## src/rtl/key_frame_tx.sv

```systemverilog
// Serialises the key matrix state as an SPI frame: HEADER, SEQ, key bytes, CRC-8.
// A frame goes out when the keys change or the heartbeat timer expires.
//  state | meaning
//  IDLE  | CS high; compare keys against the last snapshot, run the heartbeat timer
//  SHIFT | CS low; shift the frame out MSB first, SCK mode 0
//  HOLD  | CS low for CLK_DIV cycles after the final SCK fall
//  GAP   | CS high for CS_GAP cycles, busy still asserted
module key_frame_tx #(
    parameter int         NUM_KEYS         = 61,
    parameter int         CLK_DIV          = 2,
    parameter int         HEARTBEAT_CYCLES = 0,
    parameter int         CS_GAP           = 4,
    parameter logic [7:0] HEADER           = 8'hA5
) (
    input  logic                clk_g_i,
    input  logic                rstn_g_i,
    input  logic [NUM_KEYS-1:0] keys_i,
    input  logic                enable_i,
    output logic                spi_clk_o,
    output logic                spi_mosi_o,
    output logic                spi_cs_n_o,
    output logic                busy_o,
    output logic                frame_done_o,
    output logic [7:0]          seq_o
);

    localparam int GROUPS = (NUM_KEYS + 7) / 8;
    localparam int NBYTES = GROUPS + 3;
    localparam int BYTE_W = $clog2(NBYTES);
    localparam int DIV_W  = (CLK_DIV > 1) ? $clog2(CLK_DIV) : 1;
    localparam int GAP_W  = (CS_GAP > 1) ? $clog2(CS_GAP) : 1;
    localparam int HB_W   = (HEARTBEAT_CYCLES > 1) ? $clog2(HEARTBEAT_CYCLES) : 1;

    localparam logic [BYTE_W-1:0] LAST_BYTE = BYTE_W'(NBYTES - 1);
    localparam logic [DIV_W-1:0]  DIV_LOAD  = DIV_W'(CLK_DIV - 1);
    localparam logic [GAP_W-1:0]  GAP_LOAD  = GAP_W'(CS_GAP - 1);
    localparam logic [HB_W-1:0]   HB_LAST   = HB_W'(HEARTBEAT_CYCLES - 1);

    typedef enum logic [1:0] {IDLE, SHIFT, HOLD, GAP} state_t;

    state_t              state_q, state_d;
    logic [NUM_KEYS-1:0] last_sent_q, last_sent_d;
    logic [7:0]          seq_q, seq_d;
    logic [7:0]          crc_q, crc_d;
    logic [BYTE_W-1:0]   byte_idx_q, byte_idx_d;
    logic [2:0]          bit_idx_q, bit_idx_d;
    logic                sck_q, sck_d;
    logic [DIV_W-1:0]    div_q, div_d;
    logic [GAP_W-1:0]    gap_q, gap_d;
    logic [HB_W-1:0]     hb_q, hb_d;
    logic                done_q, done_d;

    logic [8*GROUPS-1:0] key_pad;
    logic [7:0]          cur_byte;
    logic                cur_bit;
    logic [7:0]          crc_next;
    logic                hb_due;
    logic                start;

    always_comb begin
        key_pad = '0;
        key_pad[NUM_KEYS-1:0] = last_sent_q;
        if (byte_idx_q == '0) begin
            cur_byte = HEADER;
        end else if (byte_idx_q == BYTE_W'(1)) begin
            cur_byte = seq_q;
        end else begin
            cur_byte = crc_q;
        end
        for (int g = 0; g < GROUPS; g++) begin
            if (byte_idx_q == BYTE_W'(g + 2)) cur_byte = key_pad[g*8 +: 8];
        end
    end

    // CRC advances one bit per SCK fall, so it is complete when the CRC byte begins.
    assign cur_bit  = cur_byte[3'd7 - bit_idx_q];
    assign crc_next = {crc_q[6:0], 1'b0} ^ ((crc_q[7] ^ cur_bit) ? 8'h07 : 8'h00);
    assign hb_due   = (HEARTBEAT_CYCLES != 0) && (hb_q == HB_LAST);
    assign start    = (state_q == IDLE) && enable_i && ((keys_i != last_sent_q) || hb_due);

    always_comb begin
        state_d     = state_q;
        last_sent_d = last_sent_q;
        seq_d       = seq_q;
        crc_d       = crc_q;
        byte_idx_d  = byte_idx_q;
        bit_idx_d   = bit_idx_q;
        sck_d       = sck_q;
        div_d       = div_q;
        gap_d       = gap_q;
        hb_d        = hb_q;
        done_d      = 1'b0;
        case (state_q)
            IDLE: begin
                if (start) begin
                    state_d     = SHIFT;
                    last_sent_d = keys_i;
                    hb_d        = '0;
                    crc_d       = '0;
                    byte_idx_d  = '0;
                    bit_idx_d   = '0;
                    sck_d       = 1'b0;
                    div_d       = DIV_LOAD;
                end else if (!hb_due) begin
                    hb_d = hb_q + 1'b1;
                end
            end
            SHIFT: begin
                if (div_q != '0) begin
                    div_d = div_q - 1'b1;
                end else begin
                    div_d = DIV_LOAD;
                    if (!sck_q) begin
                        sck_d = 1'b1;
                    end else begin
                        sck_d     = 1'b0;
                        bit_idx_d = bit_idx_q + 3'd1;
                        if (byte_idx_q != '0 && byte_idx_q != LAST_BYTE) crc_d = crc_next;
                        if (bit_idx_q == 3'd7) begin
                            if (byte_idx_q == LAST_BYTE) state_d = HOLD;
                            else byte_idx_d = byte_idx_q + 1'b1;
                        end
                    end
                end
            end
            HOLD: begin
                if (div_q != '0) begin
                    div_d = div_q - 1'b1;
                end else begin
                    state_d = GAP;
                    done_d  = 1'b1;
                    seq_d   = seq_q + 8'd1;
                    gap_d   = GAP_LOAD;
                end
            end
            GAP: begin
                if (gap_q != '0) gap_d = gap_q - 1'b1;
                else state_d = IDLE;
            end
            default: state_d = IDLE;
        endcase
    end

    always_ff @(posedge clk_g_i) begin
        if (!rstn_g_i) begin
            state_q     <= IDLE;
            last_sent_q <= '1;
            seq_q       <= '0;
            crc_q       <= '0;
            byte_idx_q  <= '0;
            bit_idx_q   <= '0;
            sck_q       <= 1'b0;
            div_q       <= '0;
            gap_q       <= '0;
            hb_q        <= '0;
            done_q      <= 1'b0;
        end else begin
            state_q     <= state_d;
            last_sent_q <= last_sent_d;
            seq_q       <= seq_d;
            crc_q       <= crc_d;
            byte_idx_q  <= byte_idx_d;
            bit_idx_q   <= bit_idx_d;
            sck_q       <= sck_d;
            div_q       <= div_d;
            gap_q       <= gap_d;
            hb_q        <= hb_d;
            done_q      <= done_d;
        end
    end

    assign spi_clk_o    = sck_q;
    assign spi_mosi_o   = (state_q == SHIFT) & cur_bit;
    assign spi_cs_n_o   = !((state_q == SHIFT) || (state_q == HOLD));
    assign busy_o       = (state_q != IDLE);
    assign frame_done_o = done_q;
    assign seq_o        = seq_q;

endmodule

```

## config.mk

```make
export PLATFORM = sky130hd
export DESIGN_NAME = key_frame_tx
export DESIGN_NICKNAME = d
export VERILOG_FILES = /design/src/rtl/key_frame_tx.sv
export SDC_FILE = /design/constraint.sdc
export NUM_CORES = 1
export LEC_CHECK = 0
export CAP_MARGIN = 0
export CORE_UTILIZATION = 30
export DETAILED_ROUTE_END_ITERATION = 10
export HOLD_SLACK_MARGIN = 0.12
export PLACE_DENSITY = 0.54
export SLEW_MARGIN = 40
export SYNTH_ARGS = -nofsm -noshare
export SYNTH_HDL_FRONTEND = slang
export SYNTH_SLANG_ARGS = --single-unit
export TNS_END_PERCENT = 50
```

## constraint.sdc

```tcl
create_clock -name clk_g_i -period 2.55 [get_ports clk_g_i]
set_clock_uncertainty 0.05 [all_clocks]
set_input_delay 0.255 -clock clk_g_i [delete_from_list [all_inputs] [get_ports clk_g_i]]
set_output_delay 0.255 -clock clk_g_i [all_outputs]
set_load 0.02 [all_outputs]
```

* Word-level counts from Yosys, hierarchy flattened *
Index checks and enable logic that the tools add are counted.

storage, ports and cells
  register bits = 91
  input bits = 64
  output and inout port bits = 13
  logic and storage cells = 117

operators by class
  add/sub/neg operators = 6
  order comparisons = 1
  equal/unequal tests = 26
  muxes and demuxes = 47
  bitwise gates (word level) = 4
  reduce and logical (&&, ||, !) cells = 23

operator list
  kind                   number
  $mux W8                14
  $ne A61 B61 Y1         1
  $mux W4                5
  $ne A2 B2 Y1 const B   10
  $eq A4 B3 Y1 const B   4
  $mux W2                8
  $pmux W8 S2            1
  $eq A4 B4 Y1 const B   3
  $mux W3                4
  $add A8 B1 Y8 const B  1
  $eq A4 B2 Y1 const B   2
  $mux W1                8
  $pmux W2 S4            1
  $pmux W4 S2            1
  $reduce_and A2 Y1      4
  $reduce_bool A2 Y1     4
  $xor A8 B3 Y8          1
  $reduce_and A7 Y1      1
  $pmux W3 S2            1
  $reduce_and A3 Y1      2
  $reduce_and A6 Y1      1
  $reduce_and A5 Y1      1
  $add A4 B1 Y4 const B  1
  $eq A2 B2 Y1 const B   2
  other kinds (24)       26

* Depth between registers and ports, before layout *
Gate-level depths: netlist of the first run.

  depth after elaboration = 20
  mapped depth = 12
  gate-level depth less buffers = 10

* Worst setup path before layout of the first run *
OpenSTA, ideal clock, no wires.

  path type = register -> output
  start = register byte_idx_q[0]
  end = output spi_mosi_o
  arrival = 2382 ps
  data required time = 2245 ps
  setup slack = -137 ps
  stages on the path, launching flop included = 11
  path buffers = 1
  cell sequence = dfxtp_1 > inv_1 > ha_1 > buf_6 > nor2b_1 > a311oi_1 > o221ai_1 > a2111oi_2 > a311oi_1 > a41o_1 > a21oi_1

on the way
  word-level cells in the longest chain between the ends = 14
  elaborated cells between the ends (all ways) = 23
  those cells by class = eq/ne (9); mux (12); bitwise (1); reduce/logical (1)

ends and longest elaborated chain
  what                             RTL line  RTL
  start, declared                  45        logic [BYTE_W-1:0] byte_idx_q, byte_idx_d;
  start signal, assigned           162       byte_idx_q <= byte_idx_d;
  $eq A4 B1 Y1                     65        end else if (byte_idx_q == BYTE_W'(1)) begin
  $mux W8                          65
  $mux W8                          63        if (byte_idx_q == '0) begin
  $mux W8 (7 in a row)             71        if (byte_idx_q == BYTE_W'(g + 2)) cur_byte = key_pad[g*8 +: 8];
  $mux W8 *                        71
  $bmux W1 S3 *                    76        assign cur_bit = cur_byte[3'd7 - bit_idx_q];
  $mux W1 (implied by the code) *  76
  $and A1 B1 Y1 *                  173       assign spi_mosi_o = (state_q == SHIFT) & cur_bit;
  end, declared                    20        output logic spi_mosi_o,

Mark *: on every way between the ends. The rest lies on a longest branch, timed or not. The select of a mux whose other input is x is not followed.

* Worst setup path in the final report of the first run *
  start = register byte_idx_q[1]
  end = output spi_mosi_o

Same word-level chain as after synthesis.

==> results.toml, run 1 <==
[yosys]
yosysTopAreaCell = "dfxtp_1"
synth_edf_count = 0
synth_area_sq_um = 5640
synth_seq_cells = 91
synthTopCellsByArea = "dfxtp_1, mux2i_1, xnor2_1"
ys_async_sr_fraction_pct = 0
synth_top_area_share_pct = 32.3
synth_cell_types = 72
syn_area_per_cell_sq_um = 8.50
synthFlopType = "dfxtp_1"
yosys_warnings = 0
syn-num-nets = 742
syn_inst = 664
yosysSeqAreaShare_pct = 32.3

[floorplan]
die_area_sq_um = 19400
die_y_um = 139
ios = 77
initial_core_util_pct = 31.0
coreArea_sq_um = 18200
die_w_um = 139
std_cell_rows = 49

[sta]
tns_ps = -1350
period_share_pct = 119
worst_hold_slack_ps = 287
finalSetupViolCount = 4
worstMarginPinSlew_ps = 999
fin_ws_ps = -495
hold_viol_final = 0
fmax_mhz = 328
relSlewSlack_pct = 33.4
rsz0062_at_grt = "yes"
layout_min_cycle_time_ps = 3040
slew_violations = 0

[critical_path]
worstPathArrival_ps = 2740
startpoint = "byte_idx_q[1]"
worstPathMaxFanout = 7
critPathRequiredTime_ps = 2250
cp-end-kind = "primary output"
cpMostUsedCell = "buf_6"
cp_slowest_cell = "dfxtp_4"
worstReg2RegStart = "byte_idx_q[1]"
crit_path_start_kind = "flop"
cpPeakStageDelay_ps = 380
critPathKind = "flop to primary output"
cp_cell_sequence = "inv_6 -> ha_4 -> buf_4 -> buf_6 -> nor2b_1 -> o21ai_2 -> o2bb2ai_4 -> o31ai_4 -> a221o_1 -> a32o_2 -> a21oi_4 -> buf_6"

[routing]
via_count = 5951
dr.pass1.iters = 8
drc = 1
finalWirelength_um = 21800
drtIter0Drc = 370
ant_nets = 0
wire_per_inst_um = 19.5
detail_route.vias_per_cell = 5.34

[global_route]
grt_first_pass_wirelength_um = 33300
grt_max_degree = 67
gr-total-overflow = 0
grt_pass1_vias = 5801
antenna_found_initial = 0
grt_usage_pct = 22.4

[placed_design]
gp_congestion = 0.922
post_dp_cell_area_sq_um = 7470
pre_cts_slack_ps = -844
place_inst = 1061
place_hpwl_um = 16200
io_buffers = 76

[power_and_ir_drop]
p_int_mw = 4.27
power_frac_seq_pct = 28.4
switchingPower_mw = 2.48
pwr-share-comb_pct = 50.7
p_leak_nw = 3.53
ir_drop_mv = 0.355
switching_share_pct = 36.7
clkPwrFrac_pct = 20.8
finalPower_mw = 6.75
p_per_area_nw_per_um2 = 776

[layout]
area_growth_pct = 54.0
fin_cells = 1115
fin_util_pct = 47.7
nNetsFinal = 959
fill_cells = 1751
mostFrequentLayoutCells = "buf_4, nand2_1, dfxtp_1"
layout_commonest_cell = "buf_4"
diodes = 0
layout-drive-gt1-share_pct = 30.1
final_area_sq_um = 8690

[status]
violations = "design-rule violations, negative setup slack"
status = "complete, but fails checks"

[hold_path]
holdCritPathClass = "input port to flop"
min_from = "keys_i[11]"

[clocking]
htreeDepth = 3
cts_tree = "yes"
clockRootBuffer = "clkbuf_16"
clk_pin_slew_ps = 70
clk_latency_ps = 360
clkSinkCount = 91
cts-buffers-inserted = 9
cts_buffer_depth = 2

[run]
max_cap_viol_count = 0
logic make-up after synthesis:
family | synth area share (%)
buffers and inverters | 5.41
xor gates and xnor gates | 10.4
AOI/OAI and AO/OA | 17.3
DFF | 32.3
adders and majority gates | 3.10
muxes | 11.9
and+or+nand+nor | 19.6
cells in the mapped netlist (11+ instances only):
| cell | n |
|---|---|
| o21ai_0 | 30 |
| clkbuf_1 | 14 |
| ha_1 | 14 |
| a21oi_1 | 34 |
| inv_1 | 17 |
| nor2b_1 | 11 |
| nand4_1 | 19 |
| xnor2_1 | 63 |
| nor2_1 | 41 |
| dfxtp_1 | 91 |
| nand3_1 | 16 |
| nand2_1 | 85 |
| mux2i_1 | 65 |
layer usage:
layer	routed length (um)	up-vias	track usage [%]	share of wire [%]
li1	-	2820	-	-
met3	1040	39	3.04	4.8
met2	10100	194	36.3	46
met4	575	0	8.30	2.6
met5	0	-	0	0
met1	10100	2898	30.3	46
sequential cells by signal (all words and copies together) (netlist names):
name          count
gap_q             2
spi_clk_o         1
seq_o             8
frame_done_o      1
div_q             1
state_q           2
last_sent_q      61
bit_idx_q         3
byte_idx_q        4
crc_q             8
final timing paths:
kind / end / cells after the start / slack, ps
setup / recovery: spi_mosi_o / 12 / -490
hold / removal: last_sent_q[11] / 3 / 290
setup reg to reg: crc_q[1] / 16 / -340
hold reg to reg: gap_q[1] / 1 / 430
critical path, delay by kind of cell, from the launching register on:
| family | cells | cell delay (ps) |
|---|---|---|
| compound gates | 6 | 1250 |
| buf+inv | 4 | 460 |
| flops | 1 | 380 |
| fa+ha+maj | 1 | 160 |
| simple gates | 1 | 130 |
power groups by stage:
| stage | combinational (mW) | sequential, mW | clock [mW] |
|---|---|---|---|
| 2_1_floorplan | 1.55 | 1.87 | 0 |
| 3_3_place_gp | 2.51 | 1.92 | 0 |
| 3_5_place_dp | 2.57 | 1.93 | 0 |
| 4_1_cts | 3.04 | 1.92 | 1.44 |
| 5_1_grt | 3.64 | 1.95 | 1.50 |
| 6_report | 3.42 | 1.92 | 1.41 |
cell type report:
| class | instances | area (sq um) | area share [%] |
|---|---|---|---|
| flip-flops and latches | 91 | 1840 | 21.2 |
| well taps | 229 | 287 | 3.30 |
| multi-input cells | 514 | 3900 | 44.9 |
| inverters | 21 | 86.3 | 0.993 |
| repair buffers | 244 | 2270 | 26.2 |
| clock buffers | 11 | 243 | 2.79 |
| clock inverters | 5 | 60.1 | 0.691 |
timing repair:
action,4_1_cts,5_1_grt
setup endpoints to repair,79,81
buffers inserted,23,14
hold buffers,0,0
gates resized for setup,94,42
gates cloned,3,2
pin swaps,37,36
Power figures use the tool's default switching activity.
==> run 2: changes to the inputs <==
--- a/config.mk
+++ b/config.mk
@@ -7,9 +7,11 @@
 export LEC_CHECK = 0
 export CAP_MARGIN = 0
 export CORE_UTILIZATION = 30
+export CTS_CLUSTER_SIZE = 40
 export DETAILED_ROUTE_END_ITERATION = 10
 export HOLD_SLACK_MARGIN = 0.12
 export PLACE_DENSITY = 0.54
+export SETUP_SLACK_MARGIN = 0.05
 export SLEW_MARGIN = 40
 export SYNTH_ARGS = -nofsm -noshare
 export SYNTH_HDL_FRONTEND = slang
==> results.toml, run 2 (synthesis gave the netlist of run 1 again) <==
[placed_design]
gp_congestion = 0.908
io_buffers = 76
place_hpwl_um = 15700

[critical_path]
crit_buf_inv = 4
cpPeakStageDelay_ps = 460
worstPathMaxFanout = 20
critPathKind = "flop to primary output"
cpMostUsedCell = "buf_6"
cp_slowest_cell = "a2111o_1"
cp_cell_sequence = "buf_6 -> ha_4 -> buf_12 -> inv_2 -> nor2_1 -> o21ai_1 -> o221ai_1 -> a2111o_1 -> a32o_2 -> a21oi_4 -> buf_6"
critPathRequiredTime_ps = 2250
cp-end-kind = "primary output"
crit_path_start_kind = "flop"
worstPathArrival_ps = 2640
cp_top_family = "compound AO/OA/AOI/OAI gates"

[layout]
nNetsFinal = 951
top_register = "last_sent_q"
diodes = 0
fill_cells = 1711
layout-drive-gt1-share_pct = 30.9
largest_reg_flops = 61
area_growth_pct = 55.3
layout_commonest_cell = "buf_4"
fin_util_pct = 48.1
mostFrequentLayoutCells = "buf_4, nand2_1, dfxtp_1"

[routing]
ant_nets = 0
finalWirelength_um = 20900
drc = 2
wire_per_inst_um = 18.9
dr.pass1.iters = 10
wl_met2_um = 9740
detail_route.vias_per_cell = 5.21
via_count = 5764
drtIter0Drc = 406
top_layer_used = "met4"
wl_met3_um = 838
met1_length_um = 9850

[sta]
fin_ws_ps = -392
worstMarginPinSlew_ps = 899
relSlewSlack_pct = 40.0
rsz0062_at_grt = "yes"
tns_ps = -1020
fmax_mhz = 340
layout_min_cycle_time_ps = 2940
slew_violations = 0
hold_viol_final = 0
period_share_pct = 115
worst_hold_slack_ps = 133
finalSetupViolCount = 4

[power_and_ir_drop]
ir_drop_mv = 0.342
p_int_mw = 4.11
pwr-share-comb_pct = 49.0
finalPower_mw = 6.53
p_per_area_nw_per_um2 = 745
clkPwrFrac_pct = 21.7
power_frac_seq_pct = 29.2
p_leak_nw = 3.65
switchingPower_mw = 2.42
switching_share_pct = 37.0

[global_route]
antenna_found_initial = 0
grt_max_degree = 67
gr-total-overflow = 0
grt_first_pass_wirelength_um = 32500
grt_pass1_vias = 5906
grt_usage_pct = 22.0

[run]
max_cap_viol_count = 0

[status]
status = "complete, but fails checks"
violations = "design-rule violations, negative setup slack"

[floorplan]
coreArea_sq_um = 18200
std_cell_rows = 49
die_y_um = 139
ios = 77
die_area_sq_um = 19400
die_w_um = 139
initial_core_util_pct = 31.0

[clocking]
htreeDepth = 3
cts_buffer_depth = 2
cts-buffers-inserted = 9
clkSinkCount = 91
clockRootBuffer = "clkbuf_16"
clk_pin_slew_ps = 70
cts_hold_buf = 0
clk_latency_ps = 360
cts_tree = "yes"

[hold_path]
holdCritPathClass = "input port to flop"
[run 2: cell types whose count changed in the layout (fill, tap and decap cells not counted), sizes merged]
cell | before | now
dlymetal6s2s | 0 | 14
dlygate4sd2 | 6 | 1
clkdlybuf4s50 | 68 | 59
clkbuf | 13 | 12
clkinvlp | 1 | 0
nand2 | 85 | 86
clkinv | 2 | 4
buf | 168 | 159
[run 2: final timing paths]
check / start / to / cells past startpoint / slack, ps
worst max-delay path: byte_idx_q[1] / spi_mosi_o / 11 / -390
worst min-delay path: keys_i[58] / last_sent_q[58] / 3 / 130
worst min register to register: gap_q[1] / gap_q[1] / 1 / 440
worst max register to register: byte_idx_q[0] / crc_q[0] / 16 / -230
[run 2: layout make-up]
type	instances	area [sq um]	area share, %
multi-input cells	515	4010	45.8
repair buffers	235	2220	25.3
flip-flops and latches	91	1850	21.1
well taps	229	287	3.27
clock buffers	10	239	2.73
inverters	21	88.8	1.01
clock inverters	6	72.6	0.828
[run 2: worst min-delay path, stage by stage]
cell and delay (ps):
dlymetal6s2s_1 120, mux2i_1 80, nand2_1 60
[run 2: power groups by stage]
stage                     clock network [mW]  logic, mW  registers (mW)
final                                   1.42       3.20            1.91
after global routing                    1.51       3.42            1.94
after CTS                               1.46       2.91            1.90
after detailed placement                   0       2.58            1.92
after global placement                     0       2.53            1.90
after floorplan                            0       1.55            1.88
[run 2: metrics by stage]
stage | instance area, sq um | setup WS, ps | cells
finish | 8770 | -392 | 1107
global route | 8770 | -491 | 1107
CTS | 8370 | -399 | 1098
detailed placement | 7570 | -717 | 1068
global placement | 7570 | -697 | 1068
floorplan | 5660 | 54.6 | 664
[run 2: timing repair]
| item | in CTS | in global routing |
|---|---|---|
| buffers inserted | 12 | 6 |
| gates cloned | 2 | 3 |
| pin swaps | 31 | 43 |
| endpoints found under the setup margin | 78 | 75 |
| gates resized for setup | 80 | 78 |
| hold endpoints to repair | 0 | 0 |
[run 2: metal layers]
metal / track usage (%) / up-vias
met2: 36.2 / 141
li1: - / 2808
met4: 7.66 / 0
met5: 0 / -
met3: 2.73 / 29
met1: 29.5 / 2786
==> run 3: changes to the inputs <==
--- a/config.mk
+++ b/config.mk
@@ -5,10 +5,12 @@
 export SDC_FILE = /design/constraint.sdc
 export NUM_CORES = 1
 export LEC_CHECK = 0
+export ABC_CLOCK_PERIOD_IN_PS = 2550
 export CAP_MARGIN = 0
 export CORE_UTILIZATION = 30
 export CTS_CLUSTER_SIZE = 40
 export DETAILED_ROUTE_END_ITERATION = 10
+export GPL_TIMING_DRIVEN = 0
 export HOLD_SLACK_MARGIN = 0.12
 export PLACE_DENSITY = 0.54
 export SETUP_SLACK_MARGIN = 0.05
==> results.toml, run 3 (synthesis gave the netlist of run 1 again) <==
[floorplan]
die_y_um = 139
die_area_sq_um = 19400
initial_core_util_pct = 31.0
std_cell_rows = 49
die_w_um = 139
coreArea_sq_um = 18200
ios = 77

[critical_path]
worstPathArrival_ps = 2740
cp-end-kind = "primary output"
worstPathMaxFanout = 6
critPathKind = "flop to primary output"
crit_path_start_kind = "flop"
critPathRequiredTime_ps = 2250
r2r_slack_ps = -170

[clocking]
cts_hold_buf = 0
cts-buffers-inserted = 9
clk_pin_slew_ps = 70
clk_latency_ps = 360
clockRootBuffer = "clkbuf_16"
clkSinkCount = 91
htreeDepth = 3
cts_tree = "yes"
cts_buffer_depth = 2

[global_route]
grt_first_pass_wirelength_um = 30600
grt_max_degree = 16
antenna_found_initial = 0
grt_usage_pct = 21.0
gr-total-overflow = 0
grt_pass1_vias = 5168

[routing]
detail_route.vias_per_cell = 5.39
met1_length_um = 9770
wl_met2_um = 8910
wire_per_inst_um = 20.2
drc = 3
dr.pass1.iters = 8
wl_met3_um = 1520
finalWirelength_um = 20700
ant_nets = 0
top_layer_used = "met4"
via_count = 5526
drtIter0Drc = 459

[sta]
worstMarginPinSlew_ps = 703
fin_ws_ps = -491
period_share_pct = 119
hold_viol_final = 0
tns_ps = -3420
relSlewSlack_pct = 53.2
finalSetupViolCount = 64
slew_violations = 0
fmax_mhz = 329
layout_min_cycle_time_ps = 3040
rsz0062_at_grt = "yes"

[layout]
largest_reg_flops = 61
multi_input_area_sq_um = 3990
nNetsFinal = 870
fill_cells = 1780
layout-drive-gt1-share_pct = 23.8
top_register = "last_sent_q"
mostFrequentLayoutCells = "nand2_1, mux2i_1, dfxtp_1"
layout_commonest_cell = "nand2_1"
diodes = 0
area_growth_pct = 44.0
regArea_sq_um = 1870

[power_and_ir_drop]
p_leak_nw = 3.22
ir_drop_mv = 0.358
p_per_area_nw_per_um2 = 772
finalPower_mw = 6.27

[placed_design]
gp_congestion = 0.940
io_buffers = 76
place_hpwl_um = 15100

[status]
violations = "design-rule violations, negative setup slack"
status = "complete, but fails checks"

[hold_path]
holdCritPathClass = "input port to flop"

[run]
max_cap_viol_count = 0
[run 3: layer usage]
layer	vias to the layer above	global-route usage [%]
met4	0	7.95
met5	-	0
met2	224	31.0
met3	33	3.83
met1	2625	30.1
li1	2644	-
[run 3: cell type report]
cell class                 count  area share, %
clock buffer                  12           3.28
tap                          229           3.53
timing repair buffer         116           15.2
inverter                      21           1.17
clock inverter                 4          0.400
sequential                    91           23.0
multi-input combinational    516           49.1
buffer                        37           4.33
[run 3: through the flow]
step | setup slack, ps | instances | hold slack, ps | instance area (sq um) | util [%]
after floorplan | 54.6 | 664 | 330 | 5660 | -
after global placement | -994 | 969 | 401 | 6710 | 36.8
after detailed placement | -932 | 969 | 407 | 6710 | 36.8
after CTS | -549 | 995 | 238 | 7390 | 40.6
after global routing | -545 | 1026 | 152 | 8130 | 44.6
final | -491 | 1026 | 129 | 8130 | 44.6
[run 3: power by group]
part	switching (mW)	internal, mW	total [mW]
combinational	1.46	1.47	2.93
sequential	0.315	1.68	1.99
clock	0.603	0.747	1.35
total	2.38	3.90	6.27
[run 3: timing repair]
item,in CTS,in global routing
buffers inserted,10,21
gates cloned,0,11
gates resized for setup,96,99
pin swaps,29,57
endpoints found under the setup margin,81,78
[run 3: worst paths after layout]
| check | depth (start not counted) | from | to |
|---|---|---|---|
| max reg2reg | 14 | byte_idx_q[0] | crc_q[0] |
| min | 3 | keys_i[9] | last_sent_q[9] |
| max | 12 | byte_idx_q[0] | spi_mosi_o |
| min reg2reg | 1 | gap_q[1] | gap_q[1] |
[run 3: critical path: stages, from the launching register on]
cell,delay (ps)
dfxtp_4,400
inv_4,60
ha_4,190
buf_8,150
buf_12,140
inv_8,50
nor2_1,50
o21ai_2,180
o221ai_2,120
a2111o_1,470
a32o_2,290
a21oi_4,160
buf_6,130
